File: config.mk
export PLATFORM = sky130hd
export DESIGN_NAME = multicycle_control_flat
export DESIGN_NICKNAME = d
export VERILOG_FILES = /design/src/rtl/arm_ctrl_pkg.sv /design/src/rtl/multicycle_control_if.sv /design/src/rtl/cond_logic.sv /design/src/rtl/multicycle_control.sv /design/src/flat_wrapper.sv
export SDC_FILE = /design/constraint.sdc
export NUM_CORES = 1
export LEC_CHECK = 0
export ABC_AREA = 1
export CAP_MARGIN = 10
export CORE_ASPECT_RATIO = 0.75
export CORE_MARGIN = 2
export CORE_UTILIZATION = 30
export DETAILED_ROUTE_END_ITERATION = 16
export GPL_TIMING_DRIVEN = 0
export PLACE_DENSITY = 0.73
export SKIP_LAST_GASP = 1
export SYNTH_ARGS = -nofsm -noshare
export SYNTH_HDL_FRONTEND = slang
export SYNTH_SLANG_ARGS = --single-unit
File: constraint.sdc
create_clock -name clk -period 1.39 [get_ports clk]
set_clock_uncertainty 0.05 [all_clocks]
set_input_delay 0.278 -clock clk [delete_from_list [all_inputs] [get_ports clk]]
set_output_delay 0.278 -clock clk [all_outputs]
set_load 0.01 [all_outputs]
File: src/rtl/arm_ctrl_pkg.sv
`default_nettype none
// ============================================================================
//  Module      : arm_ctrl_pkg
//  Description : Shared encodings for the multicycle ARM control unit: FSM
//                states, ALU operation codes, condition codes, mux-select
//                encodings, data-processing cmd codes and the condition
//                evaluation helper.
//  Ports       : (package, none)
//  Revision    : 1.0  initial release
// ============================================================================
package arm_ctrl_pkg;

  // Main FSM state encoding
  typedef logic [3:0] state_t;
  localparam state_t c_FETCH    = 4'd0;
  localparam state_t c_DECODE   = 4'd1;
  localparam state_t c_MEMADR   = 4'd2;
  localparam state_t c_MEMREAD  = 4'd3;
  localparam state_t c_MEMWB    = 4'd4;
  localparam state_t c_MEMWRITE = 4'd5;
  localparam state_t c_EXECR    = 4'd6;
  localparam state_t c_EXECI    = 4'd7;
  localparam state_t c_ALUWB    = 4'd8;
  localparam state_t c_BRANCH   = 4'd9;

  // ALUControl codes
  localparam logic [1:0] c_ALU_ADD = 2'b00;
  localparam logic [1:0] c_ALU_SUB = 2'b01;
  localparam logic [1:0] c_ALU_AND = 2'b10;
  localparam logic [1:0] c_ALU_ORR = 2'b11;

  // Condition codes (Instr[31:28])
  localparam logic [3:0] c_COND_EQ = 4'h0;
  localparam logic [3:0] c_COND_NE = 4'h1;
  localparam logic [3:0] c_COND_CS = 4'h2;
  localparam logic [3:0] c_COND_CC = 4'h3;
  localparam logic [3:0] c_COND_MI = 4'h4;
  localparam logic [3:0] c_COND_PL = 4'h5;
  localparam logic [3:0] c_COND_VS = 4'h6;
  localparam logic [3:0] c_COND_VC = 4'h7;
  localparam logic [3:0] c_COND_HI = 4'h8;
  localparam logic [3:0] c_COND_LS = 4'h9;
  localparam logic [3:0] c_COND_GE = 4'hA;
  localparam logic [3:0] c_COND_LT = 4'hB;
  localparam logic [3:0] c_COND_GT = 4'hC;
  localparam logic [3:0] c_COND_LE = 4'hD;
  localparam logic [3:0] c_COND_AL = 4'hE;

  // ResultSrc / ALUSrcB encodings
  localparam logic [1:0] c_RES_ALUOUT    = 2'b00;
  localparam logic [1:0] c_RES_DATA      = 2'b01;
  localparam logic [1:0] c_RES_ALURESULT = 2'b10;
  localparam logic [1:0] c_SRCB_REG      = 2'b00;
  localparam logic [1:0] c_SRCB_IMM      = 2'b01;
  localparam logic [1:0] c_SRCB_FOUR     = 2'b10;

  // Instruction classes (Op) and data-processing cmd codes (Funct[4:1])
  localparam logic [1:0] c_OP_DP  = 2'b00;
  localparam logic [1:0] c_OP_MEM = 2'b01;
  localparam logic [1:0] c_OP_BR  = 2'b10;
  localparam logic [3:0] c_CMD_AND = 4'b0000;
  localparam logic [3:0] c_CMD_SUB = 4'b0010;
  localparam logic [3:0] c_CMD_ADD = 4'b0100;
  localparam logic [3:0] c_CMD_CMP = 4'b1010;
  localparam logic [3:0] c_CMD_ORR = 4'b1100;

  // Condition evaluation against {N,Z,C,V}; code 1111 never executes.
  function automatic logic cond_eval(input logic [3:0] cond, input logic [3:0] nzcv);
    logic n, z, c, v;
    {n, z, c, v} = nzcv;
    case (cond)
      c_COND_EQ: cond_eval = z;
      c_COND_NE: cond_eval = !z;
      c_COND_CS: cond_eval = c;
      c_COND_CC: cond_eval = !c;
      c_COND_MI: cond_eval = n;
      c_COND_PL: cond_eval = !n;
      c_COND_VS: cond_eval = v;
      c_COND_VC: cond_eval = !v;
      c_COND_HI: cond_eval = c && !z;
      c_COND_LS: cond_eval = !c || z;
      c_COND_GE: cond_eval = (n == v);
      c_COND_LT: cond_eval = (n != v);
      c_COND_GT: cond_eval = !z && (n == v);
      c_COND_LE: cond_eval = z || (n != v);
      c_COND_AL: cond_eval = 1'b1;
      default:   cond_eval = 1'b0;
    endcase
  endfunction

endpackage
`default_nettype wire

File: src/rtl/multicycle_control_if.sv
`default_nettype none
// ============================================================================
//  Module      : multicycle_control_if
//  Description : Datapath <-> control-unit bundle. The datapath (master)
//                supplies the instruction register and ALU flags; the
//                control unit (slave) returns enables and mux selects.
//  Ports       : Instr[31:0], ALUFlags[3:0] -> control
//                PCWrite, MemWrite, RegWrite, IRWrite, AdrSrc, ResultSrc[1:0],
//                ALUSrcA, ALUSrcB[1:0], ImmSrc[1:0], RegSrc[1:0],
//                ALUControl[1:0] -> datapath
//  Revision    : 1.0  initial release
// ============================================================================
interface multicycle_control_if;
  logic [31:0] Instr;
  logic [3:0]  ALUFlags;
  logic        PCWrite;
  logic        MemWrite;
  logic        RegWrite;
  logic        IRWrite;
  logic        AdrSrc;
  logic [1:0]  ResultSrc;
  logic        ALUSrcA;
  logic [1:0]  ALUSrcB;
  logic [1:0]  ImmSrc;
  logic [1:0]  RegSrc;
  logic [1:0]  ALUControl;

  modport master (
    output Instr, ALUFlags,
    input  PCWrite, MemWrite, RegWrite, IRWrite, AdrSrc, ResultSrc,
           ALUSrcA, ALUSrcB, ImmSrc, RegSrc, ALUControl
  );

  modport slave (
    input  Instr, ALUFlags,
    output PCWrite, MemWrite, RegWrite, IRWrite, AdrSrc, ResultSrc,
           ALUSrcA, ALUSrcB, ImmSrc, RegSrc, ALUControl
  );
endinterface
`default_nettype wire

File: src/rtl/cond_logic.sv
`default_nettype none
// ============================================================================
//  Module      : cond_logic
//  Description : NZCV flag register, condition evaluation and the latched
//                condition-pass bit that gates the instruction's writes.
//  Ports       : clk, reset        clock / synchronous active-high reset
//                cond_i[3:0]       instruction condition field
//                alu_flags_i[3:0]  {N,Z,C,V} from the ALU
//                flag_w_i[1:0]     [1]: update N,Z  [0]: update C,V
//                latch_i           high in DECODE; captures the condition
//                cond_ex_l_o       latched condition-pass for this instruction
//  Revision    : 1.0  initial release
// ============================================================================
module cond_logic
  import arm_ctrl_pkg::*;
#(
  parameter logic [3:0] FLAGS_RESET = 4'b0000
) (
  input  logic       clk,
  input  logic       reset,
  input  logic [3:0] cond_i,
  input  logic [3:0] alu_flags_i,
  input  logic [1:0] flag_w_i,
  input  logic       latch_i,
  output logic       cond_ex_l_o
);

  logic [3:0] flags_q, flags_d;
  logic       cond_ex_l_q, cond_ex_l_d;
  logic       w_cond_ex;

  assign w_cond_ex = cond_eval(cond_i, flags_q);

  // Flag writes are gated by the latched pass bit, so an update in EXEC
  // cannot retroactively change whether this instruction executes.
  always_comb begin
    flags_d = flags_q;
    if (flag_w_i[1] && cond_ex_l_q) flags_d[3:2] = alu_flags_i[3:2];
    if (flag_w_i[0] && cond_ex_l_q) flags_d[1:0] = alu_flags_i[1:0];
    cond_ex_l_d = latch_i ? w_cond_ex : cond_ex_l_q;
  end

  always_ff @(posedge clk) begin
    if (reset) begin
      flags_q     <= FLAGS_RESET;
      cond_ex_l_q <= 1'b0;
    end else begin
      flags_q     <= flags_d;
      cond_ex_l_q <= cond_ex_l_d;
    end
  end

  assign cond_ex_l_o = cond_ex_l_q;

endmodule
`default_nettype wire

File: src/rtl/multicycle_control.sv
`default_nettype none
// ============================================================================
//  Module      : multicycle_control
//  Description : Multicycle ARM control unit. Steps a 10-state FSM through
//                each instruction, decodes the ALU operation and produces
//                condition-gated write strobes and datapath mux selects.
//  Ports       : clk    system clock
//                reset  synchronous active-high reset
//                bus    multicycle_control_if.slave (Instr/ALUFlags in,
//                       enables and selects out)
//  Revision    : 1.0  initial release
// ============================================================================
module multicycle_control
  import arm_ctrl_pkg::*;
#(
  parameter logic [3:0] FLAGS_RESET = 4'b0000
) (
  input  logic                  clk,
  input  logic                  reset,
  multicycle_control_if.slave   bus
);

  logic [3:0] w_cond;
  logic [1:0] w_op;
  logic [5:0] w_funct;
  logic [3:0] w_rd;
  logic       w_unused;

  assign w_cond   = bus.Instr[31:28];
  assign w_op     = bus.Instr[27:26];
  assign w_funct  = bus.Instr[25:20];
  assign w_rd     = bus.Instr[15:12];
  assign w_unused = ^{bus.Instr[19:16], bus.Instr[11:0]};

  state_t state_q, state_d;

  always_comb begin
    state_d = c_FETCH;
    case (state_q)
      c_FETCH:  state_d = c_DECODE;
      c_DECODE: begin
        case (w_op)
          c_OP_MEM: state_d = c_MEMADR;
          c_OP_DP:  state_d = w_funct[5] ? c_EXECI : c_EXECR;
          c_OP_BR:  state_d = c_BRANCH;
          default:  state_d = c_FETCH;   // Op=11 behaves as a NOP
        endcase
      end
      c_MEMADR:         state_d = w_funct[0] ? c_MEMREAD : c_MEMWRITE;
      c_MEMREAD:        state_d = c_MEMWB;
      c_EXECR, c_EXECI: state_d = c_ALUWB;
      default:          state_d = c_FETCH;
    endcase
  end

  always_ff @(posedge clk) begin
    if (reset) state_q <= c_FETCH;
    else       state_q <= state_d;
  end

  // ALU decode; the cmd-level result is computed unconditionally because
  // ALUWB still needs NoWrite after ALUOp has dropped.
  logic [1:0] w_dec_ctl, w_dec_flag_w, w_flag_w;
  logic       w_no_write, w_s;
  assign w_s = w_funct[0];

  always_comb begin
    w_dec_ctl    = c_ALU_ADD;
    w_dec_flag_w = 2'b00;
    w_no_write   = 1'b0;
    case (w_funct[4:1])
      c_CMD_ADD: begin w_dec_ctl = c_ALU_ADD; w_dec_flag_w = {w_s, w_s};  end
      c_CMD_SUB: begin w_dec_ctl = c_ALU_SUB; w_dec_flag_w = {w_s, w_s};  end
      c_CMD_AND: begin w_dec_ctl = c_ALU_AND; w_dec_flag_w = {w_s, 1'b0}; end
      c_CMD_ORR: begin w_dec_ctl = c_ALU_ORR; w_dec_flag_w = {w_s, 1'b0}; end
      c_CMD_CMP: begin w_dec_ctl = c_ALU_SUB; w_dec_flag_w = 2'b11; w_no_write = 1'b1; end
      default:   w_no_write = 1'b1;
    endcase
  end

  // Per-state raw controls
  logic       w_next_pc, w_reg_w, w_mem_w, w_branch, w_alu_op, w_adr_src, w_src_a;
  logic [1:0] w_res_src, w_src_b;

  always_comb begin
    w_next_pc = 1'b0;
    w_reg_w   = 1'b0;
    w_mem_w   = 1'b0;
    w_branch  = 1'b0;
    w_alu_op  = 1'b0;
    w_adr_src = 1'b0;
    w_src_a   = 1'b0;
    w_res_src = c_RES_ALUOUT;
    w_src_b   = c_SRCB_REG;
    case (state_q)
      c_FETCH: begin
        w_next_pc = 1'b1; w_src_a = 1'b1; w_src_b = c_SRCB_FOUR; w_res_src = c_RES_ALURESULT;
      end
      c_DECODE: begin
        w_src_a = 1'b1; w_src_b = c_SRCB_FOUR; w_res_src = c_RES_ALURESULT;
      end
      c_MEMADR:   w_src_b = c_SRCB_IMM;
      c_MEMREAD:  w_adr_src = 1'b1;
      c_MEMWB:    begin w_res_src = c_RES_DATA; w_reg_w = 1'b1; end
      c_MEMWRITE: begin w_adr_src = 1'b1; w_mem_w = 1'b1; end
      c_EXECR:    w_alu_op = 1'b1;
      c_EXECI:    begin w_src_b = c_SRCB_IMM; w_alu_op = 1'b1; end
      c_ALUWB:    w_reg_w = !w_no_write;
      c_BRANCH: begin
        w_src_b = c_SRCB_IMM; w_res_src = c_RES_ALURESULT; w_branch = 1'b1;
      end
      default: ;
    endcase
  end

  assign w_flag_w = w_alu_op ? w_dec_flag_w : 2'b00;

  logic w_cond_ex_l;

  cond_logic #(
    .FLAGS_RESET (FLAGS_RESET)
  ) u_cond_logic (
    .clk         (clk),
    .reset       (reset),
    .cond_i      (w_cond),
    .alu_flags_i (bus.ALUFlags),
    .flag_w_i    (w_flag_w),
    .latch_i     (state_q == c_DECODE),
    .cond_ex_l_o (w_cond_ex_l)
  );

  // Writes to R15 through the register path are PC writes.
  logic w_pcs;
  assign w_pcs = (w_reg_w && (w_rd == 4'hF)) || w_branch;

  assign bus.PCWrite    = !reset && (w_next_pc || (w_pcs && w_cond_ex_l));
  assign bus.RegWrite   = !reset && w_reg_w && w_cond_ex_l;
  assign bus.MemWrite   = !reset && w_mem_w && w_cond_ex_l;
  assign bus.IRWrite    = !reset && (state_q == c_FETCH);
  assign bus.AdrSrc     = w_adr_src;
  assign bus.ResultSrc  = w_res_src;
  assign bus.ALUSrcA    = w_src_a;
  assign bus.ALUSrcB    = w_src_b;
  assign bus.ImmSrc     = w_op;
  assign bus.RegSrc     = {w_op == c_OP_MEM, w_op == c_OP_BR};
  assign bus.ALUControl = w_alu_op ? w_dec_ctl : c_ALU_ADD;

endmodule
`default_nettype wire

File: src/flat_wrapper.sv
// flat-port wrapper written by rule: the top's interface ports become plain ports
module multicycle_control_flat import arm_ctrl_pkg::*;
#(
  parameter logic [3:0] FLAGS_RESET = 4'b0000
)
  (clk, reset, bus_Instr, bus_ALUFlags, bus_PCWrite, bus_MemWrite, bus_RegWrite, bus_IRWrite, bus_AdrSrc, bus_ResultSrc, bus_ALUSrcA, bus_ALUSrcB, bus_ImmSrc, bus_RegSrc, bus_ALUControl);
  multicycle_control_if bus_i ();
  input  logic clk;
  input  logic reset;
  input wire logic [$bits(bus_i.Instr)-1:0] bus_Instr;
  input wire logic [$bits(bus_i.ALUFlags)-1:0] bus_ALUFlags;
  output wire logic [$bits(bus_i.PCWrite)-1:0] bus_PCWrite;
  output wire logic [$bits(bus_i.MemWrite)-1:0] bus_MemWrite;
  output wire logic [$bits(bus_i.RegWrite)-1:0] bus_RegWrite;
  output wire logic [$bits(bus_i.IRWrite)-1:0] bus_IRWrite;
  output wire logic [$bits(bus_i.AdrSrc)-1:0] bus_AdrSrc;
  output wire logic [$bits(bus_i.ResultSrc)-1:0] bus_ResultSrc;
  output wire logic [$bits(bus_i.ALUSrcA)-1:0] bus_ALUSrcA;
  output wire logic [$bits(bus_i.ALUSrcB)-1:0] bus_ALUSrcB;
  output wire logic [$bits(bus_i.ImmSrc)-1:0] bus_ImmSrc;
  output wire logic [$bits(bus_i.RegSrc)-1:0] bus_RegSrc;
  output wire logic [$bits(bus_i.ALUControl)-1:0] bus_ALUControl;
  assign bus_i.Instr = bus_Instr;
  assign bus_i.ALUFlags = bus_ALUFlags;
  assign bus_PCWrite = bus_i.PCWrite;
  assign bus_MemWrite = bus_i.MemWrite;
  assign bus_RegWrite = bus_i.RegWrite;
  assign bus_IRWrite = bus_i.IRWrite;
  assign bus_AdrSrc = bus_i.AdrSrc;
  assign bus_ResultSrc = bus_i.ResultSrc;
  assign bus_ALUSrcA = bus_i.ALUSrcA;
  assign bus_ALUSrcB = bus_i.ALUSrcB;
  assign bus_ImmSrc = bus_i.ImmSrc;
  assign bus_RegSrc = bus_i.RegSrc;
  assign bus_ALUControl = bus_i.ALUControl;
  multicycle_control #(.FLAGS_RESET(FLAGS_RESET)) u_core (.clk(clk), .reset(reset), .bus(bus_i));
endmodule
==> flow_summary_export.csv, run 1 <==
group,metric,value,unit
outcome,outcome,"finished with violations",
outcome,failed_checks,"negative setup slack",
pwr,ir_worst_vdd,0.521,mV
grt,use_met3,0.0529,
die,io_pins,54,
timing,setup_viol,12,
worst_setup_path,rr_endpoint,"u_core.u_cond_logic.flags_q[3]",
synth,yosysWarnings,0,
synth,avgSynthCellArea,5.50,µm²
timing,hold_viol_final,0,
grt,grt_busiest_layer,"met2",
clocking,cts_root_buffer,"clkbuf_8",
die,die-area,0.00343,mm²
finish,insertedDiodeCount,0,
min_path,whs_endpoint,"u_core.state_q[1]",
worst_setup_path,r2r_cells,9,
clocking,hold_buffers,0,
timing,tightest_slew,0.224,ns
timing,slew_headroom,0.850,
detailed_routing,dr.pass1.iters,4,
worst_setup_path,cp_max_fo,4,
clocking,numCtsBuffers,3,
finish,postLayoutCoreUtil,0.533,
detailed_routing,vias,1165,
synth,synth_area,891,µm²
place,dp_hpwl,1830,µm
worst_setup_path,end_kind,"output port",
place,place.port_buffers,37,
clocking,clock_latency,0.24,ns
clocking,cts_tree,"yes",
synth,synth_cells,162,
place,dp_slack,-0.889,ns
grt,grt_start_max_net_pins,8,
timing,min_period,1.62,ns
timing,post-route-period-util,1.17,
detailed_routing,ant_nets,0,
grt,grt_util_met2,0.247,
grt,first_global_vias,1047,
detailed_routing,drt_iter0_drc,57,
min_path,holdPathStages,2,
die,rows,17,
detailed_routing,drc,0,
pwr,p_leak,0.000807,µW
synth,ys_ff_latch,9,
min_path,hp-start,"reset",
worst_setup_path,reg2reg_from,"u_core.state_q[2]",
detailed_routing,wl_per_cell,10.4,µm
die,fp.dieW,66.9,µm
pwr,power_density,610,mW/mm²
synth,syn_nets,200,
min_path,min_path_type,"input pin to flop",
grt,grt.met1_usage,0.221,
timing,rsz0062_at_grt,"true",
finish,area_growth,73.2,%
grt,antenna_found_initial,0,
die,start_util,0.308,
timing,setup_slack,-0.229,ns
clocking,cts.reportedPaths.clkPinSlew,0.05,ns
place,gp_congestion,0.801,
synth,synth_cell_type_count,25,
die,design.core.area,0.00289,mm²
timing,timing.fmax,618,MHz
clocking,cts_num_sinks,9,
worst_setup_path,crit_type,"flop to output port",
timing,drv_slew,0,
grt,grt_usage,0.167,
synth,ys_seq_area_frac,0.202,
run,max_cap_viol_count,0,
grt,overflow,0,
finish,drive_gt1_frac,0.380,
worst_setup_path,worstPathArrival,1.29,ns
clocking,htreeDepth,1,
finish,nets,260,
worst_setup_path,cp.required,1.06,ns
clocking,cts_buffer_depth,2,
worst_setup_path,startpoint_type,"flop",
grt,grt_pass1_wl,4350,µm
worst_setup_path,r2r_setup_slack,-0.01,ns
detailed_routing,viasPerCell,4.50,
die,die_y,51.2,µm
detailed_routing,wl,2700,µm
## logic make-up after synthesis
group,count (synthesis),synth area share
buf+inv,28,0.128
simple gates,105,0.544
flops,9,0.202
compound gates,20,0.126
## cells in the mapped netlist
cell type	instances	area share
nand2_1	48	0.20
o21ai_0	3	0.017
o211ai_1	1	0.0084
nand2_2	4	0.028
or2_1	1	0.0070
buf_4	2	0.017
a31oi_1	1	0.0070
nand4_1	1	0.0070
nand3_2	1	0.011
a21oi_1	10	0.056
nand3_1	11	0.062
o21a_1	1	0.0084
nor2_8	1	0.022
o21ai_1	2	0.011
clkinv_2	1	0.0056
inv_2	4	0.017
dfxtp_1	9	0.20
nor2_1	29	0.12
o21ai_2	1	0.0098
nand2_4	2	0.025
nor2_2	5	0.035
nor2_4	1	0.013
nand3b_1	1	0.0084
a22oi_1	1	0.0084
inv_1	21	0.088
## area by class of cell
class / count / area (µm²)
fill: 289 / 1350
multi-input combinational: 125 / 686
timing repair buffer: 55 / 454
sequential: 9 / 188
inverter: 26 / 108
tap: 38 / 47.5
clock buffer: 4 / 45.0
buffer: 2 / 15.0
## routing by layer
metal  wire length [µm]  share of wire  vias up
met4                 40          0.015        0
met3                192          0.071        6
met1               1240           0.46      506
li1                   -              -      621
met2               1220           0.45       32
met5                  0              0        -
## worst max-delay path: stages, from the launching register on
cell and delay [ns]:
dfxtp_2 0.33, nor2_4 0.13, inv_2 0.07, nor2_2 0.12, inv_2 0.06, o211ai_1 0.18, buf_2 0.17
## worst max path at each step
stage                 startpoint              to  depth (start not counted)
6_report       u_core.state_q[2]  bus_ALUSrcB[0]                          6
5_1_grt        u_core.state_q[2]  bus_ALUSrcB[0]                          6
4_1_cts        u_core.state_q[2]     bus_PCWrite                         10
3_5_place_dp       bus_Instr[21]     bus_PCWrite                         11
3_3_place_gp       bus_Instr[21]     bus_PCWrite                         11
2_1_floorplan  u_core.state_q[3]      bus_AdrSrc                          5
## registers in the layout, summed over array words and instances, names as in the netlist
signal and cells:
u_core.u_cond_logic.cond_ex_l_o 1, u_core.u_cond_logic.flags_q 4, u_core.state_q 4
## stage by stage
stage	setup TNS [ns]	power, µW	hold slack [ns]	area, µm²	std cells
2_1_floorplan	0	430	0.297	891	162
3_3_place_gp	-9.36	579	0.428	1310	237
3_5_place_dp	-9.50	579	0.434	1310	237
4_1_cts	-1.44	911	0.440	1460	256
5_1_grt	-2.62	998	0.303	1540	259
6_report	-1.64	941	0.284	1540	259
## where the power goes
group	total (µW)	internal [µW]	switching [µW]
logic	350	169	182
clock network	310	200	110
registers	281	270	10.7
total	941	639	302
## repair_timing
item                                    in CTS  in global routing
pin swaps                                   14                  6
resized for setup                           95                 26
setup buffers                               16                  4
hold endpoints to repair                     0                  0
endpoints found under the setup margin      19                 17
## cell usage in the layout (no fill, tap or decap), types with 3 or more instances in the layout
| cell type | instances |
|---|---|
| clkbuf_8 | 3 |
| buf_6 | 6 |
| nor2_4 | 5 |
| buf_4 | 16 |
| inv_1 | 17 |
| inv_2 | 6 |
| nand2_1 | 42 |
| nand2_2 | 9 |
| nor2_1 | 24 |
| buf_2 | 13 |
| dlygate4sd2_1 | 5 |
| dfxtp_1 | 5 |
| dfxtp_2 | 3 |
| clkdlybuf4s50_1 | 10 |
| nor2_2 | 6 |
| o21ai_1 | 4 |
| nand3_1 | 10 |
| a21oi_1 | 8 |
Note: power is estimated with default switching activity, not from simulation.
==> run 2, diff against run 1 <==
--- a/config.mk
+++ b/config.mk
@@ -14,6 +14,7 @@
 export GPL_TIMING_DRIVEN = 0
 export PLACE_DENSITY = 0.73
 export SKIP_LAST_GASP = 1
+export SLEW_MARGIN = 20
 export SYNTH_ARGS = -nofsm -noshare
 export SYNTH_HDL_FRONTEND = slang
 export SYNTH_SLANG_ARGS = --single-unit
==> results of run 2 <==
The final DEF is identical to that of run 1; final timing and power are the same.
==> run 3, diff against run 2 <==
--- a/config.mk
+++ b/config.mk
@@ -13,6 +13,7 @@
 export DETAILED_ROUTE_END_ITERATION = 16
 export GPL_TIMING_DRIVEN = 0
 export PLACE_DENSITY = 0.73
+export SETUP_SLACK_MARGIN = 0.15
 export SKIP_LAST_GASP = 1
 export SLEW_MARGIN = 20
 export SYNTH_ARGS = -nofsm -noshare
==> constraint.sdc (replaced) <==
create_clock -name clk -period 2.03 [get_ports clk]
set_clock_uncertainty 0.05 [all_clocks]
set_input_delay 0.406 -clock clk [delete_from_list [all_inputs] [get_ports clk]]
set_output_delay 0.406 -clock clk [all_outputs]
set_load 0.01 [all_outputs]
==> flow_summary_export.csv, run 3 (synthesis results as in run 1) <==
group,metric,value,unit
outcome,outcome,"completed",
worst_setup_path,cp_max_fo,1,
worst_setup_path,crit_path_top_delay_cell,"clkdlybuf4s50_1",
timing,whs,0.439,ns
finish,insertedDiodeCount,0,
die,die-area,0.00343,mm²
grt,overflow,0,
finish,area_growth,55.9,%
finish,fillCellCount,313,
worst_setup_path,slowest_delay,0.45,ns
die,design.core.area,0.00289,mm²
grt,first_global_vias,986,
clocking,cts.reportedPaths.clkPinSlew,0.04,ns
grt,grt_start_max_net_pins,8,
detailed_routing,wl_per_cell,9.51,µm
pwr,p_int,420,µW
pwr,pwr-share-seq,0.319,
grt,grt_pass1_wl,4020,µm
grt,antenna_found_initial,0,
finish,multi_input_area,616,µm²
min_path,hp-start,"u_core.u_cond_logic.flags_q[1]",
min_path,holdPathStages,2,
detailed_routing,viasPerCell,4.39,
die,start_util,0.308,
die,rows,17,
worst_setup_path,startpoint_type,"input pin",
worst_setup_path,cpMostUsedCell,"nand2_1",
timing,post-route-period-util,0.901,
finish,regArea,184,µm²
timing,hold_viol_final,0,
clocking,hold_buffers,0,
die,fp.dieW,66.9,µm
timing,drv_slew,0,
detailed_routing,vias,1098,
worst_setup_path,reg2reg_from,"u_core.u_cond_logic.flags_q[3]",
clocking,cts_buffer_depth,2,
detailed_routing,drt_iter0_drc,49,
worst_setup_path,r2r_cells,11,
timing,timing.fmax,547,MHz
worst_setup_path,cp.required,1.57,ns
pwr,power_switching,186,µW
pwr,power.share.combinational,0.334,
min_path,min_path_type,"flop to flop",
timing,min_period,1.83,ns
detailed_routing,drc,0,
worst_setup_path,r2r_setup_slack,0.79,ns
clocking,cts_root_buffer,"clkbuf_8",
timing,setup_viol,0,
pwr,power,605,µW
grt,grt_usage,0.154,
pwr,swShare,0.307,
finish,final_common_cell,"nand2_1",
place,dp.cells,237,
place,place.port_buffers,37,
place,dp_hpwl,1830,µm
die,die_y,51.2,µm
worst_setup_path,crit_chain,"clkdlybuf4s50_1 -> nand2_1 -> nor2_1 -> nand2_1 -> nand2_1 -> nand2_1 -> nand2_1 -> buf_2",
worst_setup_path,crit_type,"input pin to output port",
pwr,power_density,436,mW/mm²
timing,setup_slack,0.201,ns
pwr,ir_worst_vdd,0.334,mV
min_path,whs_endpoint,"u_core.u_cond_logic.flags_q[1]",
worst_setup_path,rr_endpoint,"u_core.u_cond_logic.cond_ex_l_o",
worst_setup_path,end_kind,"output port",
pwr,p_leak,0.000742,µW
timing,rsz0062_at_grt,"true",
worst_setup_path,path_delay_family,"buffers and inverters",
clocking,htreeDepth,1,
finish,instances_no_fill,250,
worst_setup_path,worstPathArrival,1.37,ns
finish,nets,251,
timing,slew_headroom,0.856,
die,io_pins,54,
clocking,numCtsBuffers,3,
run,max_cap_viol_count,0,
pwr,pwr-share-clk,0.348,
worst_setup_path,crit_buf_inv,2,
place,gp_congestion,0.801,
detailed_routing,ant_nets,0,
place,dp_slack,-0.505,ns
clocking,clock_latency,0.24,ns
clocking,cts_tree,"yes",
clocking,cts_num_sinks,9,
detailed_routing,dr.pass1.iters,4,
finish,mostFrequentLayoutCells,"nand2_1, nor2_1, inv_1, clkdlybuf4s50_1",
detailed_routing,wl,2380,µm
timing,tightest_slew,0.216,ns
finish,drive_gt1_frac,0.264,
[run 3: cell count changes in the layout (fill, tap and decap cells not counted), moves of 3 or more]
cell             previous run  this run
nor2_4                      5         2
buf_4                      16        11
nand2_2                     9         6
nand2_1                    42        46
dlygate4sd2_1               5         8
buf_2                      13         3
buf_6                       6         0
clkdlybuf4s50_1            10        16
clkbuf_2                    1         7
nor2_1                     24        27
[run 3: worst max-delay path by stage]
stage                   from          end  slack (ns)  cells after the start
2_1_floorplan  bus_Instr[23]  bus_PCWrite        0.54                     10
3_3_place_gp   bus_Instr[21]  bus_PCWrite       -0.49                     11
3_5_place_dp   bus_Instr[21]  bus_PCWrite       -0.50                     11
4_1_cts        bus_Instr[22]  bus_PCWrite        0.12                     12
5_1_grt        bus_Instr[12]  bus_PCWrite        0.12                      8
6_report       bus_Instr[12]  bus_PCWrite        0.20                      8
[run 3: layout make-up]
cell class / count / share of cell area
Multi-Input combinational cell: 125 / 0.443
Timing Repair Buffer: 46 / 0.276
Sequential cell: 9 / 0.132
Inverter: 26 / 0.0712
Tap cell: 38 / 0.0342
Clock buffer: 4 / 0.0324
Buffer: 2 / 0.0108
[run 3: worst min-delay path: stages (launching register included)]
cell and delay [ns]:
dfxtp_1 0.32, nand2_1 0.07, a21oi_1 0.05
[run 3: through the flow]
| stage | TNS (ns) | util | cell area, µm² |
|---|---|---|---|
| floorplan | 0 | - | 891 |
| global route | 0 | 0.480 | 1390 |
| detailed placement | -2.38 | 0.452 | 1310 |
| CTS | 0 | 0.483 | 1400 |
| global placement | -2.27 | 0.452 | 1310 |
| finish | 0 | 0.480 | 1390 |
[run 3: timing repair]
| action | CTS | global route |
|---|---|---|
| pin swaps | 11 | 7 |
| setup endpoints to repair | 16 | 7 |
| setup buffers | 8 | 1 |
| resized for setup | 41 | 18 |
[run 3: power groups by stage]
stage	clock network, µW	logic, µW	registers (µW)
after detailed placement	0	202	195
after global placement	0	202	195
final	210	202	193
after CTS	218	202	193
after floorplan	0	101	194
after global routing	227	226	193
[run 3: layer usage]
layer  wire, µm  vias to the layer above  GRT usage
met3        184                        5     0.0463
met4         41                        0     0.0612
met5          0                        -          0
met1       1190                      458      0.212
met2        963                       33      0.222
li1           -                      602          -
